## config.mk

```make
export PLATFORM = sky130hd
export DESIGN_NAME = seq_line_decoder
export DESIGN_NICKNAME = d
export VERILOG_FILES = /design/src/rtl/seq_line_decoder.sv
export SDC_FILE = /design/constraint.sdc
export NUM_CORES = 1
export LEC_CHECK = 0
export ABC_AREA = 1
export BUFFER_PORTS_ARGS = -buffer_cell sky130_fd_sc_hd__buf_2
export CAP_MARGIN = 20
export CORE_UTILIZATION = 40
export CTS_CLUSTER_SIZE = 30
export DETAILED_ROUTE_END_ITERATION = 12
export HOLD_SLACK_MARGIN = 0.15
export PLACE_DENSITY = 0.68
export SYNTH_ARGS = -nofsm -noshare
export SYNTH_HDL_FRONTEND = slang
export SYNTH_SLANG_ARGS = --single-unit
```

## constraint.sdc

```tcl
create_clock -name clk -period 1.6 [get_ports clk]
set_input_delay 0.08 -clock clk [delete_from_list [all_inputs] [get_ports clk]]
set_output_delay 0.08 -clock clk [all_outputs]
set_load 0.02 [all_outputs]
```

## src/rtl/seq_line_decoder.sv

```systemverilog
// Registered N-to-2^N line decoder with valid/ready intake and a fixed HOLD-cycle output pulse.
// Define SEQ_DEC_LINE0_EN to let code 0 drive out_line[0]; otherwise line 0 is tied low.
module seq_line_decoder #(
  parameter int unsigned SEL_W = 3,
  parameter int unsigned HOLD  = 4
) (
  input  logic                    clk,
  input  logic                    rst,
  input  logic                    in_valid,
  output logic                    in_ready,
  input  logic [SEL_W-1:0]        in_sel,
  output logic [(1<<SEL_W)-1:0]   out_line,
  output logic                    out_valid,
  output logic                    out_last
);

  localparam int unsigned LINE_W = 1 << SEL_W;
  localparam int unsigned CNT_W  = $clog2(HOLD + 1);

  typedef enum logic {
    IDLE  = 1'b0,
    DRIVE = 1'b1
  } state_e;

  state_e              state_q, state_d;
  logic [CNT_W-1:0]    cnt_q, cnt_d;
  logic [LINE_W-1:0]   line_q, line_d;
  logic                valid_q, valid_d;
  logic                last_q, last_d;
  logic                accept;
  logic [LINE_W-1:0]   decoded;

  // Ready depends only on state and count so it never loops back through in_valid.
  assign in_ready = (state_q == IDLE) || (cnt_q == CNT_W'(1));
  assign accept   = in_valid && in_ready;

  always_comb begin
    decoded = LINE_W'(1) << in_sel;
`ifdef SEQ_DEC_LINE0_EN
`else
    decoded[0] = 1'b0;
`endif
  end

  // Next-state: a new accept always wins, so the final window cycle can reload without a gap.
  always_comb begin
    state_d = state_q;
    cnt_d   = cnt_q;
    line_d  = line_q;
    valid_d = valid_q;
    if (accept) begin
      state_d = DRIVE;
      cnt_d   = CNT_W'(HOLD);
      line_d  = decoded;
      valid_d = 1'b1;
    end else if (state_q == DRIVE) begin
      if (cnt_q == CNT_W'(1)) begin
        state_d = IDLE;
        cnt_d   = '0;
        line_d  = '0;
        valid_d = 1'b0;
      end else begin
        cnt_d = cnt_q - CNT_W'(1);
      end
    end
    last_d = (state_d == DRIVE) && (cnt_d == CNT_W'(1));
  end

  always_ff @(posedge clk or posedge rst) begin
    if (rst) begin
      state_q <= IDLE;
      cnt_q   <= '0;
      line_q  <= '0;
      valid_q <= 1'b0;
      last_q  <= 1'b0;
    end else begin
      state_q <= state_d;
      cnt_q   <= cnt_d;
      line_q  <= line_d;
      valid_q <= valid_d;
      last_q  <= last_d;
    end
  end

  assign out_line  = line_q;
  assign out_valid = valid_q;
  assign out_last  = last_q;

endmodule

```

==> qor.csv <==
metric;value;unit
largest net degree at the start of global routing;14;
post-CTS sizing;0;
Clock Skew;0.00238;ns
Hold WC Path Type;in -> async;
Netlist Area Pre-Place;648;um2
Critical Path Start;cnt_q[0]$_DFF_PP0_;
CTS tree;built;
htree depth;1;
# DRC;0;
pwr dens;1820;nW/um2
Slew HR;64.9;%
syn avg cell area;8.10;um2
first-pass GRT wire length;2060;um
nets@finish;111;
final core occ;53.2;%
total core area;1510;um2
Clk Latency, worst-skew pair;0.26;ns
Crit path largest cell delay;0.41;ns
GPL Wtd Cong;0.840;
number of synthesized flops with an enable pin;0;
FF-to-FF Start;cnt_q[1]$_DFF_PP0_;
Synth top area share;50.2;%
Sink Count;13;
Die W;42.3;um
Setup TNS Final;0;ns
register bit count reported by yosys;13;
RSZ-0062 raised after global routing;no;
post-synthesis simple-gate area fraction;30.9;%
wirelength, routed;1220;um
row count;14;
top post-synthesis cells by count;nand2_1, dfrtp_1, inv_1;
min cycle time layout;1.36;ns
global route total overflow;0;
crit path cell chain;ha_1 -> nand2_2 -> nand2_4 -> buf_2;
max cap viols;0;
WS Path Type;reg -> out;
f_max;0.736;GHz
top cells by area, synth;dfrtp_1, nand2_1, nand3_1;
crit path DAT;1.28;ns
initial core utilization;43.0;%
post-synthesis compound-gate area fraction;4.05;%
crit path buf inv count;1;
sequential fraction of the synthesis area;50.2;%
xor and xnor fraction of the mapped netlist area;0;%
Reg2Reg Setup Slack;0.31;ns
critical path capture point type;output pin;
fraction of layout instances using a drive strength above 1;22.5;%
CP Max Fanout;5;
most frequent cell after synthesis;nand2_1;
clk buf depth;2;
total CTS buffers;3;
leakage;0.491;nW
peak supply drop;0.825;mV
Final Slew Violations;0;
vias in the first global route;491;
initial drt markers;8;
Final Setup Violations;0;
CTS clk-pin slew, worst paths;0.07;ns
antenna-violating nets left;0;
Boundary Pins;17;
WP data required;1.52;ns
mux contribution to synthesized area;0;%
CP startpoint kind;register;
Synth cell types;16;
Clock Root Buffer;clkbuf_4;
Synth-to-Final Area Change;23.6;%
post-synthesis async set-or-reset flop share;100;%
DR vias;545;
Hold Vio Cnt, Final;0;
HPWL Detailed;880;um
Post-Synthesis Cells;80;
WL/cell;10.3;um
Ys Warns;0;
result of the run;finished, final reports clean;
vias per cell;4.62;
Yosys top cell by area;dfrtp_1;
CP max-delay cell;dfrtp_1;
Syn Nets;88;
Synth Flop Type;dfrtp_1;
GRT Total Usage;15.7;%
CP top delay family;flip-flops;
full die area;1790;um2
post-route clock period utilization;84.9;%
largest family of logic cells by synthesized area;simple AND/OR/NAND/NOR gates;
PortBufs;15;
Die Y;42.3;um
Pre-antenna DRT Iters;2;
Synth Area in Adders;3.86;%
n_diodes;0;
Worst Tran Pin Value;0.526;ns
antenna violations before repair;0;
[cells in the final DEF, fill, tap and decap left out, drive strengths merged]
| cell type | instances |
|---|---|
| dfrtp | 13 |
| ha | 2 |
| a22oi | 1 |
| a21oi | 1 |
| o21ai | 2 |
| clkbuf | 4 |
| buf | 15 |
| conb | 1 |
| dlygate4sd3 | 5 |
| nand3 | 11 |
| nor2 | 4 |
| nand2 | 30 |
| inv | 13 |
[worst min-delay path, cell delays in order]
cell	delay [ns]
dlygate4sd3_1	0.53
buf_2	0.12
inv_1	0.38
[per-layer routing]
| layer | vias up | routed length (um) | track usage, % |
|---|---|---|---|
| met5 | - | 0 | 0 |
| met1 | 243 | 552 | 20.2 |
| met2 | 11 | 595 | 24.6 |
| li1 | 289 | - | - |
| met4 | 0 | 15 | 9.38 |
| met3 | 2 | 51 | 2.59 |
[metrics by stage]
stage	hold WS (ns)	area [um2]	cells	total power [mW]	setup WS, ns
CTS	0.393	801	118	1.47	0.225
finish	0.384	801	118	1.45	0.242
detailed placement	0.139	724	109	1.26	0.315
global placement	0.132	724	109	1.24	0.359
floorplan	-0.0430	648	80	1.08	0.363
global route	0.438	801	118	1.59	0.139
[worst paths after layout]
check | endpoint | depth (start not counted)
worst min-delay path | out_line[5]$_DFFE_PP0P_ | 3
worst min register to register | out_valid$_DFFE_PP0P_ | 2
worst max register to register | out_line[4]$_DFFE_PP0P_ | 5
worst max-delay path | in_ready | 4
max in group asynchronous | out_line[2]$_DFFE_PP0P_ | 3
min in group clk | out_valid$_DFFE_PP0P_ | 2
[sequential cells by signal, indices dropped and copies added, names as in the netlist]
| name | cells |
|---|---|
| cnt_q | 3 |
| out_last | 1 |
| out_line | 7 |
| out_valid | 1 |
| state_q | 1 |
[area by class of cell]
type	instances	area, um2
Timing Repair Buffer	20	125
Sequential cell	13	325
Tap cell	16	20.0
Fill cell	169	706
Clock buffer	4	26.3
Inverter	13	48.8
Multi-Input combinational cell	52	255
[repair_timing]
action / in CTS / in global routing
hold buffers: 5 / 0
endpoints found under the hold margin: 20 / 0
setup buffers: 0 / 0
[kinds of logic after synthesis]
group                    count (synthesis)
AO/OA/AOI/OAI                            4
flip-flops                              13
AND/OR/NAND/NOR                         45
adder cells (fa/ha/maj)                  2
buffers and inverters                   15
other                                    1
[report_power, final]
part | total, mW | switching (mW) | internal, mW
logic | 0.712 | 0.461 | 0.251
clock network | 0.191 | 0.0946 | 0.0963
registers | 0.551 | 0.0829 | 0.468
Power figures use the tool's default switching activity.
